==> src/rtl/irq_arbiter.sv <==
// irq_arbiter: sticky pending latch, software mask and fixed-priority selection
// of one IRQ source (lowest index wins), presented to CP0 as int_req/int_id and
// held in service until eret. Bus-visible MASK/PEND/STATUS registers.
module irq_arbiter #(
    parameter int NUM_SRC = 6,
    parameter int ID_W    = 3
) (
    input  logic               clk,
    input  logic               reset,
    input  logic               WE,
    input  logic [31:0]        ADD_I,
    input  logic [31:0]        DAT_I,
    output logic [31:0]        DAT_O,
    input  logic [NUM_SRC-1:0] irq_in,
    output logic               int_req,
    output logic [ID_W-1:0]    int_id,
    input  logic               int_ack,
    input  logic               eret
);

    typedef enum logic [1:0] {
        IDLE = 2'b00,
        REQ  = 2'b01,
        SERV = 2'b10
    } state_t;

    state_t             state_q;
    logic [NUM_SRC-1:0] mask_q;
    logic [NUM_SRC-1:0] pend_q;

    logic               wr_mask;
    logic               wr_pend;
    logic               ack_hit;
    logic [NUM_SRC-1:0] clr_bits;
    logic [NUM_SRC-1:0] pend_d;
    logic [NUM_SRC-1:0] active;
    logic               any_active;
    logic [ID_W-1:0]    low_id;
    logic               id_still_active;

    logic unused_bits;
    assign unused_bits = ^{ADD_I[31:4], ADD_I[1:0], DAT_I[31:NUM_SRC]};

    // Bus decode, clear sources, next pending value and priority pick
    always_comb begin
        wr_mask    = WE && (ADD_I[3:2] == 2'b00);
        wr_pend    = WE && (ADD_I[3:2] == 2'b01);
        ack_hit    = (state_q == REQ) && int_ack;
        clr_bits   = '0;
        active     = pend_q & mask_q;
        any_active = |active;
        low_id     = '0;
        id_still_active = 1'b0;
        for (int unsigned i = 0; i < NUM_SRC; i++) begin
            clr_bits[i] = (wr_pend && DAT_I[i]) || (ack_hit && (int_id == ID_W'(i)));
            if (int_id == ID_W'(i)) begin
                id_still_active = active[i];
            end
        end
        // descending scan so the lowest set index is the one left standing
        for (int unsigned i = NUM_SRC; i > 0; i--) begin
            if (active[i-1]) begin
                low_id = ID_W'(i - 1);
            end
        end
        // a set from the device line always beats a clear in the same cycle
        pend_d = irq_in | (pend_q & ~clr_bits);
    end

    // MASK and PEND registers
    always_ff @(posedge clk or negedge reset) begin
        if (!reset) begin
            mask_q <= '0;
            pend_q <= '0;
        end else begin
            pend_q <= pend_d;
            if (wr_mask) begin
                mask_q <= DAT_I[NUM_SRC-1:0];
            end
        end
    end

    // Request/service FSM with registered int_req and int_id
    always_ff @(posedge clk or negedge reset) begin
        if (!reset) begin
            state_q <= IDLE;
            int_id  <= '0;
            int_req <= 1'b0;
        end else begin
            case (state_q)
                IDLE: begin
                    if (any_active) begin
                        int_id  <= low_id;
                        state_q <= REQ;
                        int_req <= 1'b1;
                    end
                end
                REQ: begin
                    if (int_ack) begin
                        state_q <= SERV;
                        int_req <= 1'b0;
                    end else if (!id_still_active) begin
                        state_q <= IDLE;
                        int_req <= 1'b0;
                    end
                end
                SERV: begin
                    if (eret) begin
                        state_q <= IDLE;
                    end
                end
                default: begin
                    state_q <= IDLE;
                    int_req <= 1'b0;
                end
            endcase
        end
    end

    // Combinational bus read mux
    always_comb begin
        DAT_O = '0;
        case (ADD_I[3:2])
            2'b00: DAT_O[NUM_SRC-1:0] = mask_q;
            2'b01: DAT_O[NUM_SRC-1:0] = pend_q;
            2'b10: begin
                DAT_O[9:8]      = state_q;
                DAT_O[ID_W-1:0] = int_id;
            end
            default: DAT_O = '0;
        endcase
    end

endmodule
==> config.mk <==
export PLATFORM = sky130hd
export DESIGN_NAME = irq_arbiter
export DESIGN_NICKNAME = d
export VERILOG_FILES = /design/src/rtl/irq_arbiter.sv
export SDC_FILE = /design/constraint.sdc
export NUM_CORES = 1
export LEC_CHECK = 0
export BUFFER_PORTS_ARGS = -buffer_cell sky130_fd_sc_hd__buf_4
export CORE_UTILIZATION = 41
export CTS_CLUSTER_SIZE = 10
export DETAILED_ROUTE_END_ITERATION = 16
export PLACE_DENSITY = 0.86
export SLEW_MARGIN = 20
export SYNTH_ARGS = -nofsm -noshare
export SYNTH_HDL_FRONTEND = slang
export SYNTH_SLANG_ARGS = --single-unit
==> constraint.sdc <==
create_clock -name clk -period 3 [get_ports clk]
set_clock_uncertainty 0.2 [all_clocks]
set_input_delay 0.6 -clock clk [delete_from_list [all_inputs] [get_ports clk]]
set_output_delay 0.6 -clock clk [all_outputs]
set_load 0.05 [all_outputs]
==> out/metrics.cfg <==
[power]
ir_drop_uv = 282.6
switching_share_pct = 48.22
pwr-share-seq_pct = 36.0
power.switching_mw = 0.5499
combPwrFrac_pct = 50.8
p_int_mw = 0.5904
pwr-share-clk_pct = 13.1
power.leakage_nw = 0.6747
power.density_mw_per_mm2 = 789.1

[flow_run]
max-cap-violations = 0

[synth]
synth-seq-cells = 18
yosysWarnings = 0
synth_cell_types = 34
synth_area_mm2 = 0.001275
yosysSeqAreaShare_pct = 35.33
netlist_instances = 132
postSynthAreaPerCell_um2 = 9.659

[critical_path]
endpoint_kind = output pin
path_class = flip-flop to output pin
cp.required_ns = 2.20
worstPathArrival_ns = 1.45
crit_chain = mux2i_1 > o21ai_0 > buf_4
startpoint_type = flip-flop
max_stage_delay_ns = 0.58
crit_slowest_cell = dfrtp_1
worst-path-max-fanout = 11

[drt]
drt_iter0_drc = 17
postRouteAntennaNets = 0
totalWireLength_mm = 2.531
vias = 980
detail_route.wl_per_cell_um = 13.25
drc_errors = 4
detail_route.vias_per_cell = 5.131
dr.pass1.iters = 12

[cells_and_area]
fin_util_pct = 50.66
final_nets = 236
layout_common_cells = 30 x buf_4, 24 x conb_1, 18 x dfrtp_1, 16 x nand2_1
layout-drive-gt1-share_pct = 31.87
n_antenna_cell = 0
layoutNonFillerInstCount = 191
ff_latch_area_um2 = 450.4
num-fill-cells = 281
final_common_cell = buf_4
syn_to_final_growth_pct = 13.35
multi_input_comb_area_um2 = 680.7

[cts]
clkTransAtPathRegs_ns = 0.10
cts_made_buffers = 3
post_cts_buffers = 0
cts_root_buf = clkbuf_4
clk_latency_ns = 0.30
tritoncts = done
h-tree-depth = 1
cts_sinks = 18
cts_max_path_buffers = 2

[sta]
timing.final.crit_share_pct = 74.84
setup_violations = 0
fin_tns_setup_ns = 0
layout_setup_ws_ns = 0.7548
slew_viol_final = 0
hold_ws_ns = 0.2771
finalHoldViolCount = 0
fmax_mhz = 445.4
post-route-min-period_ns = 2.245
rsz0062_at_grt = false

[placed_design]
dpl.hpwl_mm = 1.985
gp_congestion = 0.8292
portBuffers = 30
placedCellCount = 186
pre_cts_slack_ns = 0.8092

[global_route]
grtUsageTotal_pct = 16.02
first_global_vias = 833
grt_overflow = 0
grt_max_degree = 19
grt_pass1_wl_mm = 4.036
antenna_found_initial = 0

[outcome]
status = finished with violations
violations = design-rule violations

[floorplan]
coreArea_mm2 = 0.002853
rows = 19
initial_core_util_pct = 44.69
die-area_mm2 = 0.003337
die_w_um = 57.77
ios = 111
die_y_um = 57.77

[min_path]
hp-class = input port to flip-flop

==> Yosys cell counts <==
cell	instances	area (um^2)
buf_4	25	187.7
dfrtp_1	18	450.4
nand2_1	16	60.06
nor2_1	7	26.28
o21ai_0	7	35.03
mux2_2	6	67.56
mux2i_1	6	60.06
a22o_1	4	35.03
a31o_2	4	35.03
a32oi_1	3	26.28
nand3b_1	3	22.52
a21o_1	2	15.01
a21oi_1	2	10.01
a31oi_1	2	12.51
and2b_2	2	17.52
and3b_1	2	17.52
and3b_2	2	20.02
buf_2	2	10.01
nand4_1	2	12.51
nand4b_1	2	17.52
nor2b_1	2	12.51
a221oi_2	1	15.01
buf_6	1	11.26
clkbuf_1	1	3.750
clkbuf_8	1	13.76
conb_1	1	3.750
inv_1	1	3.750
nand2b_1	1	6.260
nand3_1	1	5.000
nor3b_4	1	18.77
o21a_1	1	7.510
o21ai_1	1	5.000
o31ai_4	1	21.27
or3b_1	1	8.760
==> registers in the layout (all words and copies together) (netlist names) <==
name / count
int_req: 1
pend_q: 6
state_q: 2
mask_q: 6
int_id: 3
==> power groups by stage <==
stage	Sequential [mW]	Combinational (mW)	Clock [mW]
after floorplan	0.443	0.454	0
after global placement	0.410	0.568	0
after detailed placement	0.415	0.580	0
after CTS	0.410	0.582	0.158
after global routing	0.426	0.619	0.170
final	0.411	0.580	0.150
==> area by class of cell <==
| type | instances | area share (%) |
|---|---|---|
| Multi-Input combinational cell | 106 | 47.10 |
| Clock buffer | 4 | 2.511 |
| Tap cell | 31 | 2.684 |
| Inverter | 1 | 0.2597 |
| Timing Repair Buffer | 31 | 16.28 |
| Sequential cell | 18 | 31.17 |
==> metrics by stage <==
| stage | area [um^2] | total power [mW] |
|---|---|---|
| final | 1445 | 1.140 |
| after global routing | 1445 | 1.216 |
| after CTS | 1445 | 1.150 |
| after detailed placement | 1399 | 0.9946 |
| after global placement | 1399 | 0.9783 |
| after floorplan | 1361 | 0.8971 |
==> path summary, 6_finish.rpt <==
check / depth (start not counted) / slack, ns / startpoint / endpoint
worst min register to register: 1 / 0.36 / pend_q[4]$_DFF_PN0_ / pend_q[4]$_DFF_PN0_
worst max register to register: 4 / 1.40 / state_q[1]$_DFFE_PN0P_ / pend_q[3]$_DFF_PN0_
worst min-delay path: 2 / 0.28 / irq_in[5] / pend_q[5]$_DFF_PN0_
worst max-delay path: 3 / 0.75 / int_id[1]$_DFFE_PN0P_ / DAT_O[1]
max in group asynchronous: 2 / 1.91 / reset / mask_q[4]$_DFFE_PN0P_
min in group asynchronous: 2 / 0.49 / reset / state_q[1]$_DFFE_PN0P_
==> critical path, delay by kind of cell, from the launching register on <==
family          cells  cell delay (ns)
buf+inv             1             0.24
flops               1             0.58
compound gates      1             0.20
mux                 1             0.12
==> cells by family (layout without fill, tap and decap cells) <==
kind of cell | after synthesis | in the layout | synth area share (%)
AND/OR/NAND/NOR | 42 | 42 | 19.24
buffers and inverters | 31 | 36 | 18.06
AO/OA/AOI/OAI | 28 | 28 | 17.07
flip-flops | 18 | 18 | 35.33
multiplexers | 12 | 12 | 10.01
other | 1 | 24 | 0.2941
==> routing by layer <==
metal / share of wire [%] / routed length (um) / up-vias / global-route usage [%]
met1: 50 / 1259 / 447 / 22.85
met4: 1.1 / 27 / 0 / 4.082
met3: 7.0 / 176 / 4 / 4.688
met2: 42 / 1067 / 47 / 23.92
met5: 0 / 0 / - / 0
li1: - / - / 482 / -
==> what timing repair did <==
item	4_1_cts	5_1_grt
hold buffers	1	0
gates resized for setup	0	0
hold endpoints to repair	18	0
No activity file was read; power rests on OpenSTA's default activity.
